$ cat src/rtl/pb_pkg.sv
// Shared types and constants for the pushbutton key FIFO.
package pb_pkg;
    localparam int NUM_PB_DEFAULT = 21;
    localparam int KEY_W          = 5;
    typedef logic [KEY_W-1:0] key_code_t;
    localparam key_code_t KEY_NONE = 5'h1F;
endpackage

$ cat src/rtl/pb_debounce_cell.sv
// Single-button debouncer: flips its level after STABLE_SAMPLES consecutive
// disagreeing samples taken on tick.
module pb_debounce_cell #(
    parameter int STABLE_SAMPLES = 4
) (
    input  logic clk,
    input  logic nrst,
    input  logic tick_i,
    input  logic sample_i,
    output logic clean_o
);
    logic [3:0] cnt_q, cnt_d;
    logic       clean_q, clean_d;

    always_comb begin
        cnt_d   = cnt_q;
        clean_d = clean_q;
        if (tick_i) begin
            if (sample_i != clean_q) begin
                if (cnt_q == 4'(STABLE_SAMPLES - 1)) begin
                    clean_d = ~clean_q;
                    cnt_d   = '0;
                end else begin
                    cnt_d = cnt_q + 4'd1;
                end
            end else begin
                cnt_d = '0;
            end
        end
    end

    always_ff @(posedge clk or negedge nrst) begin
        if (!nrst) begin
            cnt_q   <= '0;
            clean_q <= 1'b0;
        end else begin
            cnt_q   <= cnt_d;
            clean_q <= clean_d;
        end
    end

    assign clean_o = clean_q;
endmodule

$ cat src/rtl/pb_key_fifo.sv
// Pushbutton synchronizer/debouncer, press encoder and key-code FIFO.
// Define PB_DEBOUNCE_EN for tick-based debounce; otherwise pb_clean follows the synchronizer.
module pb_key_fifo
    import pb_pkg::*;
#(
    parameter int NUM_PB         = NUM_PB_DEFAULT,
    parameter int TICK_DIV       = 10000,
    parameter int STABLE_SAMPLES = 4,
    parameter int FIFO_DEPTH     = 4
) (
    input  logic                          clk,
    input  logic                          nrst,
    input  logic [NUM_PB-1:0]             pb_raw,
    input  logic                          pop,
    input  logic                          ovr_clr,
    output logic [NUM_PB-1:0]             pb_clean,
    output logic [KEY_W-1:0]              key_code,
    output logic                          key_empty,
    output logic [$clog2(FIFO_DEPTH):0]   key_count,
    output logic                          key_overrun
);
    localparam int PW = $clog2(FIFO_DEPTH);
    localparam int CW = PW + 1;

    logic [NUM_PB-1:0] sync1_q, sync2_q, pb_prev_q;

    always_ff @(posedge clk or negedge nrst) begin
        if (!nrst) begin
            sync1_q   <= '0;
            sync2_q   <= '0;
            pb_prev_q <= '0;
        end else begin
            sync1_q   <= pb_raw;
            sync2_q   <= sync1_q;
            pb_prev_q <= pb_clean;
        end
    end

`ifdef PB_DEBOUNCE_EN
    localparam int TW = (TICK_DIV > 1) ? $clog2(TICK_DIV) : 1;
    logic [TW-1:0] tick_q;
    logic          tick;

    assign tick = (tick_q == TW'(TICK_DIV - 1));

    always_ff @(posedge clk or negedge nrst) begin
        if (!nrst) tick_q <= '0;
        else       tick_q <= tick ? '0 : tick_q + TW'(1);
    end

    for (genvar gi = 0; gi < NUM_PB; gi++) begin : g_db
        pb_debounce_cell #(.STABLE_SAMPLES(STABLE_SAMPLES)) u_cell (
            .clk      (clk),
            .nrst     (nrst),
            .tick_i   (tick),
            .sample_i (sync2_q[gi]),
            .clean_o  (pb_clean[gi])
        );
    end
`else
    assign pb_clean = sync2_q;
`endif

    // Lowest pressed index wins; any other simultaneous press is an overrun.
    logic [NUM_PB-1:0] rise;
    key_code_t         enc_code;
    logic              enc_hit, enc_multi;

    assign rise      = pb_clean & ~pb_prev_q;
    assign enc_multi = |(rise & (rise - NUM_PB'(1)));

    always_comb begin
        enc_code = KEY_NONE;
        enc_hit  = 1'b0;
        for (int i = NUM_PB - 1; i >= 0; i--) begin
            if (rise[i]) begin
                enc_code = key_code_t'(i);
                enc_hit  = 1'b1;
            end
        end
    end

    logic      push_q, multi_q;
    key_code_t push_code_q;
    key_code_t mem_q [FIFO_DEPTH];
    logic [PW-1:0] wr_ptr_q, wr_ptr_d, rd_ptr_q, rd_ptr_d;
    logic [CW-1:0] count_q, count_d;
    key_code_t     key_code_q, key_code_d;
    logic          empty_q, ovr_q, ovr_d;
    logic          do_push, do_pop, full;

    assign full    = (count_q == CW'(FIFO_DEPTH));
    assign do_pop  = pop && (count_q != '0);
    assign do_push = push_q && (!full || do_pop);

    always_comb begin
        wr_ptr_d = wr_ptr_q + PW'(do_push);
        rd_ptr_d = rd_ptr_q + PW'(do_pop);
        count_d  = count_q + CW'(do_push) - CW'(do_pop);
        ovr_d    = ovr_q | multi_q | (push_q && !do_push);
        if (ovr_clr) ovr_d = 1'b0;
        // The new head can be the entry being written this very cycle.
        if (count_d == '0)
            key_code_d = KEY_NONE;
        else if (count_q == '0 || (do_pop && count_q == CW'(1)))
            key_code_d = push_code_q;
        else
            key_code_d = mem_q[rd_ptr_d];
    end

    always_ff @(posedge clk or negedge nrst) begin
        if (!nrst) begin
            push_q     <= 1'b0;
            multi_q    <= 1'b0;
            wr_ptr_q   <= '0;
            rd_ptr_q   <= '0;
            count_q    <= '0;
            key_code_q <= KEY_NONE;
            empty_q    <= 1'b1;
            ovr_q      <= 1'b0;
        end else begin
            push_q     <= enc_hit;
            multi_q    <= enc_multi;
            wr_ptr_q   <= wr_ptr_d;
            rd_ptr_q   <= rd_ptr_d;
            count_q    <= count_d;
            key_code_q <= key_code_d;
            empty_q    <= (count_d == '0);
            ovr_q      <= ovr_d;
        end
    end

    always_ff @(posedge clk) begin
        push_code_q <= enc_code;
        if (do_push) mem_q[wr_ptr_q] <= push_code_q;
    end

    assign key_code    = key_code_q;
    assign key_empty   = empty_q;
    assign key_count   = count_q;
    assign key_overrun = ovr_q;
endmodule

$ cat config.mk
export PLATFORM = sky130hd
export DESIGN_NAME = pb_key_fifo
export DESIGN_NICKNAME = d
export VERILOG_FILES = /design/src/rtl/pb_pkg.sv /design/src/rtl/pb_debounce_cell.sv /design/src/rtl/pb_key_fifo.sv
export SDC_FILE = /design/constraint.sdc
export NUM_CORES = 1
export LEC_CHECK = 0
export CAP_MARGIN = 20
export CORE_MARGIN = 2
export CORE_UTILIZATION = 57
export DETAILED_ROUTE_END_ITERATION = 10
export PLACE_DENSITY = 0.84
export SLEW_MARGIN = 10
export SYNTH_ARGS = -nofsm -noshare
export SYNTH_HDL_FRONTEND = slang
export SYNTH_HIERARCHICAL = 1
export SYNTH_SLANG_ARGS = --single-unit
$ cat constraint.sdc
create_clock -name clk -period 4.6 [get_ports clk]
set_clock_uncertainty 0.15 [all_clocks]
set_input_delay 1.15 -clock clk [delete_from_list [all_inputs] [get_ports clk]]
set_output_delay 1.15 -clock clk [all_outputs]
set_load 0.1 [all_outputs]
==> metrics.txt <==
final setup violation count 0; Tot Pwr 2.67 mW; initial antenna violation count 0; Fin. Hold Viols 0; slew at the pin closest to its max-slew limit 0.983 ns; cell taking the most area after synthesis dfrtp_1; # hold bufs at CTS 0; clk buf depth 2; CP arrival 3.83 ns; Post-Syn Area per Cell 14.8 sq um; Crit-path slowest cell clkdlybuf4s50_1; Cell Area, Synth between 3000 and 4000 sq um; H-tree Lvls 3; largest net degree at the start of global routing 80; Post-CTS Setup Inserts 0; CTS resizes 0; fillers 415; vias in the first global route 2129; total negative slack 0 ns; post-DP HPWL slightly above 4 mm; crit start category primary input; core area 6280 sq um; Mapped Nets about 280; total global routing track utilization 0.178; CP Capture Type flop; fmax 271 MHz; LEAKAGE 1.91 nW; status finished clean; PortBufs 55; Site Rows 29; Cells after Synth 248; worst hold margin 0.200 ns; DRT iter0 DRCs about 110; Final ANT Viol Nets 0; RSZ-0062 raised after global routing no; drt wl/cell 14.5 um; Hold Crit Class reg2reg; clock latency at the later pin of the worst-skew pair approximately 0.36 ns; drc violations 0; fin crit share 0.801; Post-synth ARST share 0.760; worst path cell trace clkdlybuf4s50_1 > nor4b_1 > nand2b_1 > ha_1 > inv_1 > ha_1 > inv_1 > fa_1 > xnor2_1 > xnor2_1 > or3_1 > nand2_1; DRT Pass-1 Iters 4; layout cell share with drive strength beyond 1 0.108; vias 2087; Post-synth EDFFs 20; Clock transition at path regs 0.08 ns; Final Non-Filler Cells 393; max-cap viol count 0; CTS tree yes; area delta synth->final 22.7%; grt total ovfl 0; placed insts 378; Die Y-Extent 84.3 um; Root Buffer clkbuf_8; Synth Warn # 6; gpl congestion ~0.89; crit path kind in2reg; CTS buffer count 9; FF+latch count, synth roughly 100; Slew Limit Fails 0; worst rel slew slack 0.342; via density per instance 5.31; diode count 0; crit-path max FO 6; I/O pin cnt 56; top post-synthesis cells by area dfrtp_1, edfxtp_1, dfstp_2, mux4_2, dfxtp_1; die area 7100 sq um; Power Density 593 nW/um^2; CTS sink cnt 104; post-place instance area 4310 sq um; initial core utilization 0.585; IR drop worst, VDD 0.596 mV; Yosys top cell area share 0.498; final WL 5.71 mm; Final Cell Area 4500 sq um; first-pass GRT wire length 9.74 mm; WP data required about 4.8 ns; register area share after synthesis 0.731; Nets 342; Primary FF master, synth dfrtp_1; Slowest Stage Delay on Critical Path 0.45 ns; fin crit period 3.68 ns; die width 84.3 um; post-synth cell types 47
Yosys cell counts (2+ instances only):
cell	n
o21ai_1	3
and3_1	2
ha_1	4
nand2b_1	16
nor2_1	12
xor2_1	2
nand4_1	5
maj3_1	3
edfxtp_1	20
a21oi_1	9
dfxtp_1	5
mux4_2	5
nand2_1	18
a22oi_1	2
a21boi_0	2
o21ai_0	2
nor3_1	6
mux2i_1	5
dfstp_2	6
o211ai_1	2
nand3_1	4
a31oi_1	2
nor2b_1	7
clkbuf_1	2
inv_1	7
xnor2_1	2
dfrtp_1	73
nand2b_2	3
cell families (layout without fill, tap and decap cells):
group                      after synthesis  after routing  synth area share
adders and majority gates                8              8            0.0273
and+or+nand+nor                         83             83             0.128
muxes                                   10             10            0.0443
AOI/OAI and AO/OA                       29             29            0.0494
DFF                                    104            104             0.731
xor gates and xnor gates                 4              4           0.00955
buffers and inverters                   10             78            0.0102
routing by layer:
layer | wire [um] | track usage | up-vias
li1 | - | - | 989
met3 | 245 | 0.0403 | 17
met4 | 202 | 0.104 | 0
met2 | 2980 | 0.302 | 64
met5 | 0 | 0 | -
met1 | 2280 | 0.208 | 1017
registers in the layout, indices dropped and copies added, names as in the netlist:
name	count
push_code_q	5
mem_q	20
key_code	5
key_empty	1
key_overrun	1
wr_ptr_q	2
push_q	1
pb_clean	21
sync1_q	21
multi_q	1
key_count	3
pb_prev_q	21
rd_ptr_q	2
worst max-delay path: cells and delay by family:
| family | cells | cell delay [ns] |
|---|---|---|
| adder cells (fa/ha/maj) | 3 | 0.75 |
| buffers and inverters | 3 | 0.55 |
| AND/OR/NAND/NOR | 4 | 1.08 |
| XOR/XNOR | 2 | 0.30 |
area by class of cell:
| cell class | instances | area [sq um] | share of cell area |
|---|---|---|---|
| sequential | 104 | 2690 | 0.596 |
| multi-input combinational | 134 | 948 | 0.211 |
| timing repair buffer | 55 | 548 | 0.122 |
| clock buffer | 12 | 156 | 0.0347 |
| tap | 77 | 96.3 | 0.0214 |
| clock inverter | 3 | 40.0 | 0.00889 |
| inverter | 8 | 30.0 | 0.00667 |
power by group:
| part | total [mW] | internal, mW | switching (mW) |
|---|---|---|---|
| Clock | 0.551 | 0.280 | 0.271 |
| Sequential | 1.21 | 1.13 | 0.0730 |
| Combinational | 0.913 | 0.297 | 0.616 |
final timing paths:
check	startpoint	endpoint	slack (ns)	cells past startpoint
setup / recovery	pop	key_code[2]$_DFF_PN1_	0.92	12
hold / removal	sync1_q[16]$_DFF_PN0_	pb_clean[16]$_DFF_PN0_	0.20	0
setup reg to reg	key_count[1]$_DFF_PN0_	key_code[2]$_DFF_PN1_	1.64	11
hold reg to reg	sync1_q[16]$_DFF_PN0_	pb_clean[16]$_DFF_PN0_	0.20	0
max in group asynchronous	nrst	pb_prev_q[6]$_DFF_PN0_	2.93	1
min in group asynchronous	nrst	key_count[0]$_DFF_PN0_	0.76	1
per-stage QoR:
step / utilization / worst slack, ns
floorplan: - / 1.11
global placement: 0.686 / 0.662
detailed placement: 0.686 / 0.526
CTS: 0.718 / 0.902
global route: 0.718 / 0.762
finish: 0.718 / 0.917
layout by cell type, fill, tap and decap left out, drive strengths merged, types with 3 or more instances in the layout:
cell           netlist  routed
dfxtp                5       5
nor2                13      13
nand2               18      18
mux4                 5       5
nand4                5       5
dfrtp               73      73
a21oi               10      10
clkbuf               2      12
edfxtp              20      20
nor3                 6       6
nand2b              19      19
maj3                 3       3
mux2i                5       5
o21ai                5       5
inv                  8       8
nand3                4       4
ha                   4       4
clkdlybuf4s50        0      54
dfstp                6       6
nor2b                8       8
Power figures use the tool's default switching activity.
